==> config.mk <==
export PLATFORM = sky130hd
export DESIGN_NAME = irq_priority_arbiter_flat
export DESIGN_NICKNAME = d
export VERILOG_FILES = /design/src/rtl/irq_arb_pkg.sv /design/src/rtl/irq_arb_if.sv /design/src/rtl/irq_prio_select.sv /design/src/rtl/irq_priority_arbiter.sv /design/src/flat_wrapper.sv
export SDC_FILE = /design/constraint.sdc
export NUM_CORES = 1
export LEC_CHECK = 0
export ABC_AREA = 1
export BUFFER_PORTS_ARGS = -buffer_cell sky130_fd_sc_hd__buf_2
export CAP_MARGIN = 20
export CORE_UTILIZATION = 30
export DETAILED_ROUTE_END_ITERATION = 10
export PLACE_DENSITY_LB_ADDON = 0.1
export RECOVER_POWER = 25
export REMOVE_ABC_BUFFERS = 1
export SYNTH_ARGS = -nofsm -noshare
export SYNTH_HDL_FRONTEND = slang
export SYNTH_SLANG_ARGS = --single-unit
==> constraint.sdc <==
create_clock -name pclk_i -period 6.3 [get_ports pclk_i]
set_input_delay 0.945 -clock pclk_i [delete_from_list [all_inputs] [get_ports pclk_i]]
set_output_delay 0.945 -clock pclk_i [all_outputs]
set_load 0.05 [all_outputs]
==> src/rtl/irq_arb_pkg.sv <==
// Shared constants and types for the interrupt priority arbiter.
// Register offsets, FSM state encoding and default widths.
package irq_arb_pkg;

    localparam int N_IRQ_DEF  = 4;
    localparam int PRIO_W_DEF = 3;
    localparam int ID_W_DEF   = 2;

    localparam logic [7:0] OFF_ENABLE  = 8'h00;
    localparam logic [7:0] OFF_PENDING = 8'h04;
    localparam logic [7:0] OFF_THRESH  = 8'h08;
    localparam logic [7:0] OFF_STATUS  = 8'h0C;
    localparam logic [7:0] OFF_PRIO    = 8'h10;

    typedef enum logic [1:0] {
        IDLE    = 2'd0,
        ARB     = 2'd1,
        ASSERT  = 2'd2,
        SERVICE = 2'd3
    } arb_state_e;

endpackage

==> src/rtl/irq_arb_if.sv <==
// APB slave port plus interrupt source/CPU handshake lines.
// slave = arbiter side, master = bus/CPU/peripheral side.
interface irq_arb_if #(
    parameter int N_IRQ = 4,
    parameter int ID_W  = 2
);
    logic             psel_i;
    logic             penable_i;
    logic             pwrite_i;
    logic [31:0]      paddr_i;
    logic [31:0]      pwdata_i;
    logic [31:0]      prdata_o;
    logic             pready_o;
    logic             pslverr_o;
    logic [N_IRQ-1:0] irq_src_i;
    logic             irq_o;
    logic [ID_W-1:0]  irq_id_o;
    logic             irq_ack_i;
    logic             irq_eoi_i;

    modport slave (
        input  psel_i, penable_i, pwrite_i, paddr_i, pwdata_i,
        input  irq_src_i, irq_ack_i, irq_eoi_i,
        output prdata_o, pready_o, pslverr_o, irq_o, irq_id_o
    );

    modport master (
        output psel_i, penable_i, pwrite_i, paddr_i, pwdata_i,
        output irq_src_i, irq_ack_i, irq_eoi_i,
        input  prdata_o, pready_o, pslverr_o, irq_o, irq_id_o
    );
endinterface

==> src/rtl/irq_prio_select.sv <==
// Max-priority winner select; ties go to the first eligible id
// at or after (rr_ptr + 1) mod N_IRQ.
module irq_prio_select #(
    parameter int N_IRQ  = 4,
    parameter int PRIO_W = 3,
    parameter int ID_W   = 2
) (
    input  logic [N_IRQ-1:0]             elig,
    input  logic [N_IRQ-1:0][PRIO_W-1:0] prio,
    input  logic [ID_W-1:0]              rr_ptr,
    output logic [ID_W-1:0]              win_id,
    output logic                         win_vld
);

    logic [PRIO_W-1:0] max_p;

    always_comb begin
        max_p = '0;
        for (int i = 0; i < N_IRQ; i++) begin
            if (elig[i] && prio[i] > max_p) max_p = prio[i];
        end
    end

    always_comb begin
        int   start;
        int   idx;
        logic found;
        start  = (int'(rr_ptr) + 1) % N_IRQ;
        idx    = 0;
        found  = 1'b0;
        win_id = '0;
        for (int k = 0; k < N_IRQ; k++) begin
            idx = start + k;
            if (idx >= N_IRQ) idx = idx - N_IRQ;
            if (!found && elig[idx] && prio[idx] == max_p) begin
                found  = 1'b1;
                win_id = ID_W'(idx);
            end
        end
    end

    assign win_vld = |elig;

endmodule

==> src/rtl/irq_priority_arbiter.sv <==
// Interrupt priority arbiter: APB registers, edge capture and CPU handshake FSM.
// Define IRQ_ROUND_ROBIN_EN for round-robin tie-break among equal priorities.
module irq_priority_arbiter
    import irq_arb_pkg::*;
#(
    parameter int N_IRQ  = N_IRQ_DEF,
    parameter int PRIO_W = PRIO_W_DEF,
    parameter int ID_W   = ID_W_DEF
) (
    input logic      pclk_i,
    input logic      rst_n_i,
    irq_arb_if.slave bus
);

    logic [N_IRQ-1:0]             src_q;
    logic [N_IRQ-1:0]             pend_q;
    logic [N_IRQ-1:0]             pend_d;
    logic [N_IRQ-1:0]             en_q;
    logic [PRIO_W-1:0]            thr_q;
    logic [N_IRQ-1:0][PRIO_W-1:0] prio_q;
    logic [ID_W-1:0]              id_q;
    logic [ID_W-1:0]              rr_ptr;
    logic [ID_W-1:0]              win_id;
    logic                         win_vld;
    arb_state_e                   st_q;
    arb_state_e                   st_d;

    logic [7:0]       addr;
    logic             wr_en;
    logic             rd_en;
    logic             mapped;
    logic [N_IRQ-1:0] prio_sel;
    logic [31:0]      rdata;
    logic [N_IRQ-1:0] elig;
    logic [N_IRQ-1:0] w1c;
    logic [N_IRQ-1:0] ack_clr;
    logic             ack_fire;
    logic             unused;

    assign addr  = bus.paddr_i[7:0];
    assign wr_en = bus.psel_i & bus.penable_i & bus.pwrite_i;
    assign rd_en = bus.psel_i & ~bus.pwrite_i;

    always_comb begin
        prio_sel = '0;
        for (int i = 0; i < N_IRQ; i++) begin
            prio_sel[i] = (addr == OFF_PRIO + 8'(4 * i));
        end
    end

    assign mapped = (addr == OFF_ENABLE) | (addr == OFF_PENDING)
                  | (addr == OFF_THRESH) | (addr == OFF_STATUS)
                  | (|prio_sel);

    always_comb begin
        rdata = '0;
        unique case (1'b1)
            addr == OFF_ENABLE:  rdata = 32'(en_q);
            addr == OFF_PENDING: rdata = 32'(pend_q);
            addr == OFF_THRESH:  rdata = 32'(thr_q);
            addr == OFF_STATUS:
                rdata = 32'({st_q == SERVICE, id_q, st_q});
            |prio_sel: begin
                for (int i = 0; i < N_IRQ; i++) begin
                    if (prio_sel[i]) rdata = 32'(prio_q[i]);
                end
            end
            default: rdata = '0;
        endcase
    end

    assign bus.prdata_o  = rd_en ? rdata : '0;
    assign bus.pready_o  = 1'b1;
    assign bus.pslverr_o = bus.psel_i & bus.penable_i & ~mapped;

    always_ff @(posedge pclk_i or negedge rst_n_i) begin
        if (!rst_n_i) begin
            en_q   <= '0;
            thr_q  <= '0;
            prio_q <= '0;
        end else if (wr_en) begin
            if (addr == OFF_ENABLE) en_q <= bus.pwdata_i[N_IRQ-1:0];
            if (addr == OFF_THRESH) thr_q <= bus.pwdata_i[PRIO_W-1:0];
            for (int i = 0; i < N_IRQ; i++) begin
                if (prio_sel[i]) prio_q[i] <= bus.pwdata_i[PRIO_W-1:0];
            end
        end
    end

    // New edges win over W1C and ack clears landing in the same cycle.
    assign ack_fire = (st_q == ASSERT) & bus.irq_ack_i;
    assign ack_clr  = ack_fire ? (N_IRQ'(1) << id_q) : '0;
    assign w1c      = (wr_en && addr == OFF_PENDING)
                    ? bus.pwdata_i[N_IRQ-1:0] : '0;
    assign pend_d   = (pend_q & ~w1c & ~ack_clr)
                    | (bus.irq_src_i & ~src_q);

    always_ff @(posedge pclk_i or negedge rst_n_i) begin
        if (!rst_n_i) begin
            src_q  <= '0;
            pend_q <= '0;
        end else begin
            src_q  <= bus.irq_src_i;
            pend_q <= pend_d;
        end
    end

    always_comb begin
        for (int i = 0; i < N_IRQ; i++) begin
            elig[i] = pend_q[i] & en_q[i] & (prio_q[i] > thr_q);
        end
    end

`ifdef IRQ_ROUND_ROBIN_EN
    always_ff @(posedge pclk_i or negedge rst_n_i) begin
        if (!rst_n_i)      rr_ptr <= ID_W'(N_IRQ - 1);
        else if (ack_fire) rr_ptr <= id_q;
    end
`else
    assign rr_ptr = ID_W'(N_IRQ - 1);
`endif

    irq_prio_select #(
        .N_IRQ  (N_IRQ),
        .PRIO_W (PRIO_W),
        .ID_W   (ID_W)
    ) u_sel (
        .elig    (elig),
        .prio    (prio_q),
        .rr_ptr  (rr_ptr),
        .win_id  (win_id),
        .win_vld (win_vld)
    );

    always_comb begin
        st_d = st_q;
        unique case (st_q)
            IDLE:    if (|elig) st_d = ARB;
            ARB:     st_d = win_vld ? ASSERT : IDLE;
            ASSERT:  if (bus.irq_ack_i) st_d = SERVICE;
            SERVICE: if (bus.irq_eoi_i) st_d = IDLE;
            default: st_d = IDLE;
        endcase
    end

    always_ff @(posedge pclk_i or negedge rst_n_i) begin
        if (!rst_n_i) begin
            st_q <= IDLE;
            id_q <= '0;
        end else begin
            st_q <= st_d;
            if (st_q == ARB && win_vld) id_q <= win_id;
        end
    end

    assign bus.irq_o    = (st_q == ASSERT);
    assign bus.irq_id_o = id_q;

    assign unused = ^{bus.paddr_i[31:8], bus.pwdata_i};

endmodule

==> src/flat_wrapper.sv <==
// flat-port wrapper written by rule: the top's interface ports become plain ports
module irq_priority_arbiter_flat import irq_arb_pkg::*;
#(
    parameter int N_IRQ  = N_IRQ_DEF,
    parameter int PRIO_W = PRIO_W_DEF,
    parameter int ID_W   = ID_W_DEF
)
  (pclk_i, rst_n_i, bus_psel_i, bus_penable_i, bus_pwrite_i, bus_paddr_i, bus_pwdata_i, bus_irq_src_i, bus_irq_ack_i, bus_irq_eoi_i, bus_prdata_o, bus_pready_o, bus_pslverr_o, bus_irq_o, bus_irq_id_o);
  irq_arb_if #(.N_IRQ(N_IRQ), .ID_W(ID_W)) bus_i ();
  input logic pclk_i;
  input logic rst_n_i;
  input wire logic [$bits(bus_i.psel_i)-1:0] bus_psel_i;
  input wire logic [$bits(bus_i.penable_i)-1:0] bus_penable_i;
  input wire logic [$bits(bus_i.pwrite_i)-1:0] bus_pwrite_i;
  input wire logic [$bits(bus_i.paddr_i)-1:0] bus_paddr_i;
  input wire logic [$bits(bus_i.pwdata_i)-1:0] bus_pwdata_i;
  input wire logic [$bits(bus_i.irq_src_i)-1:0] bus_irq_src_i;
  input wire logic [$bits(bus_i.irq_ack_i)-1:0] bus_irq_ack_i;
  input wire logic [$bits(bus_i.irq_eoi_i)-1:0] bus_irq_eoi_i;
  output wire logic [$bits(bus_i.prdata_o)-1:0] bus_prdata_o;
  output wire logic [$bits(bus_i.pready_o)-1:0] bus_pready_o;
  output wire logic [$bits(bus_i.pslverr_o)-1:0] bus_pslverr_o;
  output wire logic [$bits(bus_i.irq_o)-1:0] bus_irq_o;
  output wire logic [$bits(bus_i.irq_id_o)-1:0] bus_irq_id_o;
  assign bus_i.psel_i = bus_psel_i;
  assign bus_i.penable_i = bus_penable_i;
  assign bus_i.pwrite_i = bus_pwrite_i;
  assign bus_i.paddr_i = bus_paddr_i;
  assign bus_i.pwdata_i = bus_pwdata_i;
  assign bus_i.irq_src_i = bus_irq_src_i;
  assign bus_i.irq_ack_i = bus_irq_ack_i;
  assign bus_i.irq_eoi_i = bus_irq_eoi_i;
  assign bus_prdata_o = bus_i.prdata_o;
  assign bus_pready_o = bus_i.pready_o;
  assign bus_pslverr_o = bus_i.pslverr_o;
  assign bus_irq_o = bus_i.irq_o;
  assign bus_irq_id_o = bus_i.irq_id_o;
  irq_priority_arbiter #(.N_IRQ(N_IRQ), .PRIO_W(PRIO_W), .ID_W(ID_W)) u_core (.pclk_i(pclk_i), .rst_n_i(rst_n_i), .bus(bus_i));
endmodule
* Yosys cells after proc, flatten, opt, wreduce, memory -nomap -nowiden
Index checks and enable logic that the tools add are counted.
** Word-level totals
- Bits of input ports :: 75
- Output and inout port bits :: 37
- Flip-flop bits (word level) :: 31
** Cells by class
- Bitwise operators :: 26
- Shift operators :: 1
- Reductions and logical operators :: 27
- Eq/ne operators :: 17
- Magnitude comparators :: 8
- Mux-type cells :: 23
** Operator list (count)
- 32-bit one-hot mux with 5 select lines :: 1
- 32-bit two-way mux :: 4
- 8-bit by 5-bit == test with 1-bit output (second input constant) :: 4
- 3-bit > comparator :: 7
- 8-bit by 4-bit == test with 1-bit output (second input constant) :: 2
- 3-bit two-way mux :: 5
- 1-bit AND :: 13
- 1-bit logical AND :: 13
- 4-bit AND :: 3
- 3-bit == test :: 4
- 2-bit two-way mux :: 6
- 4-bit NOT :: 3
- 2-bit AND reduction :: 6
- 8-bit by 3-bit == test with 1-bit output (second input constant) :: 1
- 8-bit logical NOT :: 1
- 4-bit two-way mux :: 2
- 2-bit one-hot mux with 4 select lines :: 1
- 4-bit OR reduction :: 2
- 2-bit == test (second input constant) :: 2
- 1-bit two-way mux :: 4
- 2-bit inequality test (second input constant) :: 2
- 1-bit bitwise OR :: 4
- 4-bit bitwise OR :: 1
- 1-bit by 2-bit << shifter with 4-bit output (first input constant) :: 1
- other kinds (7) :: 10

* Logic depth before layout (Yosys ltp)
- Depth in word-level cells :: 28
- Gate-level depth with buffers :: 39
- Mapped depth without buffers :: 39

* Modules after synthesis
From an unflattened synthesis, not the netlist that was laid out.
** Unflattened totals
- Cells, all modules :: 551
- Area total of the unflattened synthesis :: 3492.1 µm²
** Modules (own cells, without submodules)
- irq_priority_arbiter :: cells each 295, area an instance 2223.4 µm², sequential area each 775.7 µm², times used 1
- irq_prio_select :: cells each 256, area an instance 1268.7 µm², sequential area each 0.0 µm², times used 1

* Worst setup path before layout
Ideal clock, no wire load.
- Kind :: reg-to-reg
- Start point :: reg u_core.prio_q[2] (netlist name)
- End point :: reg u_core.id_q[0] (netlist: u_core.bus.irq_id_o[0])
- Path slack :: 1768 ps
- Arrival :: 4413 ps
- Stages on the path, launching flop included :: 38
- Library setup time :: 119 ps
- Cell sequence :: dfrtp_1 -> ha_1 -> nand3_1 -> nand2_1 -> inv_1 -> nand3_1 -> ha_1 -> nand2_1 -> nand2_1 -> nor2_1 -> nor2_4 -> nand2_2 -> nand2_1 -> nand2_1 -> inv_1 -> ha_1 -> nand2_1 -> or2_0 -> (+2 left out) -> clkinv_4 -> nand2_1 -> nand2_1 -> ha_1 -> a21oi_1 -> o21ai_0 -> o21a_1 -> nand2_1 -> clkbuf_8 -> nand3_1 -> nand3_1 -> nand2_1 -> nor2_1 -> nand2_1 -> nand2_1 -> nand2_1 -> nor2_1 -> nor2_1
** Between the ends
- Word-level cells in the longest chain between the ends :: 28
** RTL lines
- start, declared :: line irq_priority_arbiter.sv:20 : logic [N_IRQ-1:0][PRIO_W-1:0] prio_q;
- start signal, assigned by index :: line irq_priority_arbiter.sv:85 : if (prio_sel[i]) prio_q[i] <= bus.pwdata_i[PRIO_W-1:0];
- 3-bit > comparator :: line irq_priority_arbiter.sv:110 : elig[i] = pend_q[i] & en_q[i] & (prio_q[i] > thr_q);
- 1-bit AND :: line irq_priority_arbiter.sv:110
- 1-bit logical AND :: line irq_prio_select.sv:20 : if (elig[i] && prio[i] > max_p) max_p = prio[i];
- 3-bit two-way mux :: line irq_prio_select.sv:20
- 3-bit > comparator :: line irq_prio_select.sv:20
- 1-bit logical AND :: line irq_prio_select.sv:20
- 3-bit two-way mux :: line irq_prio_select.sv:20
- 3-bit > comparator :: line irq_prio_select.sv:20
- (+9 left out)
- 1-bit logical AND (2 in series) :: line irq_prio_select.sv:35 : if (!found && elig[idx] && prio[idx] == max_p) begin
- 1-bit two-way mux :: line irq_prio_select.sv:35
- 1-bit logical NOT :: line irq_prio_select.sv:35
- 1-bit logical AND (2 in series) :: line irq_prio_select.sv:35
- 1-bit two-way mux :: line irq_prio_select.sv:35
- 1-bit logical NOT :: line irq_prio_select.sv:35
- 1-bit logical AND (2 in series) :: line irq_prio_select.sv:35
- 2-bit two-way mux :: line irq_prio_select.sv:35
- end signal, assigned :: line irq_priority_arbiter.sv:152 : if (st_q == ARB && win_vld) id_q <= win_id;
- end, declared :: line irq_priority_arbiter.sv:21 : logic [ID_W-1:0] id_q;
Several ways; a longest one is shown, not always the timed one.
A chain may end at the register's enable or synchronous reset.

* Worst setup path in the final report
- Start point :: reg u_core.thr_q[2]
- End point :: reg u_core.id_q[0] (netlist: u_core.bus.irq_id_o[0])
** Between the ends
- Word-level cells in the longest chain between the ends :: 28
** RTL lines
- start, declared :: line irq_priority_arbiter.sv:19 : logic [PRIO_W-1:0] thr_q;
- start signal, assigned :: line irq_priority_arbiter.sv:83 : if (addr == OFF_THRESH) thr_q <= bus.pwdata_i[PRIO_W-1:0];
- 3-bit > comparator :: line irq_priority_arbiter.sv:110
- 1-bit AND :: line irq_priority_arbiter.sv:110
- 1-bit logical AND :: line irq_prio_select.sv:20
- 3-bit two-way mux :: line irq_prio_select.sv:20
- 3-bit > comparator :: line irq_prio_select.sv:20
- 1-bit logical AND :: line irq_prio_select.sv:20
- 3-bit two-way mux :: line irq_prio_select.sv:20
- 3-bit > comparator :: line irq_prio_select.sv:20
- (+9 left out)
- 1-bit logical AND (2 in series) :: line irq_prio_select.sv:35
- 1-bit two-way mux :: line irq_prio_select.sv:35
- 1-bit logical NOT :: line irq_prio_select.sv:35
- 1-bit logical AND (2 in series) :: line irq_prio_select.sv:35
- 1-bit two-way mux :: line irq_prio_select.sv:35
- 1-bit logical NOT :: line irq_prio_select.sv:35
- 1-bit logical AND (2 in series) :: line irq_prio_select.sv:35
- 2-bit two-way mux :: line irq_prio_select.sv:35
Several ways; a longest one is shown, not always the timed one.

==> impl_metrics.ini <==
[timing]
drv_slew = 32
finalSetupTns_ns = 0
rsz0062_at_grt = false
hold_violations = 0
setup_viol = 0
slew_headroom_pct = -19.6
fmax_mhz = 182
final.period_utilization_pct = 87.4
clock_skew_ns = 0.00507
fin_crit_ns = 5.50
worstMarginPinSlew_ns = 1.79

[synthesis]
avgSynthCellArea_um2 = 6.73
yosys.area.top_type = dfrtp_1
ys_types = 32
yosys_warnings = 0
synth_cells = 424
ys.flop_type = dfrtp_1
netlist_top_cells_area = dfrtp_1 27%, nand2_1 15%, ha_1 9.2%
netlist_area_um2 = 2850
ys_ff_latch = 31
synth_edf_count = 0
synth_most_common_cell = nand2_1
synth_common_cells = 111 x nand2_1, 58 x inv_1, 44 x nand3_1
yosysSeqAreaShare_pct = 27.2
synthArstFlopShare_pct = 100
synth_top_area_share_pct = 27.2

[place]
dp_hpwl_um = 6380
gp_congestion = 0.814
port_buffers = 31

[drt]
via_per_inst = 4.50
wl_per_cell_um = 13.6
vias = 2651
first_pass_iters = 4
routed_wl_um = 8030
ant_nets = 0
drc = 0
dr.first_iter.drc_count = 89

[clock_network]
clockBufferDepth = 2
clk_pin_slew_ns = 0.06
tritoncts = yes
cts_resized = 0
post-cts-setup-buffers = 0
hold_buffers = 0
cts_sinks = 31
worstSkewPairLatency_ns = 0.28
h-tree-depth = 2
root_buffer = clkbuf_8
cts-buffers-inserted = 5

[global_routing]
grt-ovfl-total = 0
grt_max_degree = 32
grt_use_total_pct = 17.1
antenna_found_initial = 0
grt_pass1_vias = 2485
grt_pass1_wl_um = 12900

[critical_path]
critPathSlowestCell = dfrtp_1
cp-start-kind = register
cp-startpoint = u_core.thr_q[2]
reg2reg_from = u_core.thr_q[2]
cp.required_ns = 6.47
cp-end-kind = register
cp_data_arrival_time_ns = 5.67
path_delay_family = simple AND/OR/NAND/NOR gates
crit_buf_inv = 4
max_stage_delay_ns = 0.38
critPathKind = reg -> reg
cp_max_fo = 12
path_common_cell = nand2_1

[final_layout]
area_growth_pct = 10.1
num_antenna_cells = 0
drive_gt1_share_pct = 12.2
multiInputGateArea_um2 = 1720
num-nets-final = 555
regArea_um2 = 776
final.fill_count = 1059

[run]
drv_cap = 1

[floorplanning]
rows = 35
die_h_um = 99.5
io_pins = 112
initial_core_util_pct = 30.9
coreArea_um2 = 9240
dieArea_um2 = 9900
die_width_um = 99.5

[power_and_ir_drop]
ir_drop_mv = 0.100
cellLeakagePower_nw = 1.69
finalPower_mw = 0.472
p_per_area_nw_per_um2 = 150

[outcome]
outcome = complete, but fails checks
violations = capacitance limit, slew limit

[worst_hold_path]
min_from = u_core.src_q[0]
hold_path.class = reg -> reg
-- registers in the layout, indices dropped and copies added (netlist names), named ones only --
name,cells
u_core.src_q,4
u_core.en_q,4
u_core.prio_q,12
u_core.bus.irq_id_o,2
u_core.st_q,1
u_core.thr_q,3
u_core.pend_q,4
-- power breakdown --
part	internal [mW]	switching [mW]
registers	0.205	0.00755
logic	0.0168	0.0700
clock network	0.0997	0.0729
total	0.322	0.150
-- final cells by class --
cell class	count	area share, %
Multi-Input combinational cell	330	54.8
Clock buffer	8	3.19
Timing Repair Buffer	31	4.86
Inverter	60	7.33
Tap cell	129	5.14
Sequential cell	31	24.7
-- per-layer routing --
layer | vias to the layer above | GRT usage [%] | routed length (um)
li1 | 1393 | - | -
met1 | 1189 | 22.5 | 3910
met2 | 56 | 28.9 | 3730
met3 | 13 | 2.11 | 211
met4 | 0 | 5.66 | 170
met5 | - | 0 | 0
-- cells by family after synthesis --
| logic type | Yosys count | share of synthesized area (%) |
|---|---|---|
| AND/OR/NAND/NOR | 225 | 36.1 |
| adder cells (fa/ha/maj) | 21 | 9.21 |
| buffers and inverters | 89 | 15.9 |
| flip-flops | 31 | 27.2 |
| other | 2 | 0.263 |
| AO/OA/AOI/OAI | 56 | 11.3 |
-- final timing paths --
kind	slack (ns)	cells past startpoint	endpoint
min	0.43	1	u_core.pend_q[0]
min in group asynchronous	1.15	1	u_core.src_q[2]
min reg2reg	0.43	1	u_core.pend_q[0]
max reg2reg	0.80	37	u_core.bus.irq_id_o[0]
max	0.80	37	u_core.bus.irq_id_o[0]
max in group asynchronous	4.12	1	u_core.prio_q[1]
-- layout by cell type (no fill, tap or decap), types with 3 or more instances in the layout --
cell,n
nand3_2,9
nor2_1,41
conb_1,28
o21ai_0,31
o22ai_1,7
inv_1,58
ha_1,21
nand2_1,111
a21oi_1,8
dfrtp_1,31
nand4_1,3
buf_2,29
nor3_1,5
clkbuf_8,7
clkbuf_1,3
nand3_1,44
-- per-stage QoR --
stage	area [um^2]	std cells	setup WS, ns	utilization [%]	hold WS, ns
2_1_floorplan	2730	421	1.57	-	0.410
3_3_place_gp	3040	581	0.852	32.9	0.414
3_5_place_dp	3040	581	0.786	32.9	0.419
4_1_cts	3140	589	0.759	34.0	0.431
5_1_grt	3140	589	0.275	34.0	0.434
6_report	3140	589	0.796	34.0	0.429
(Power assumes the default switching activity.)
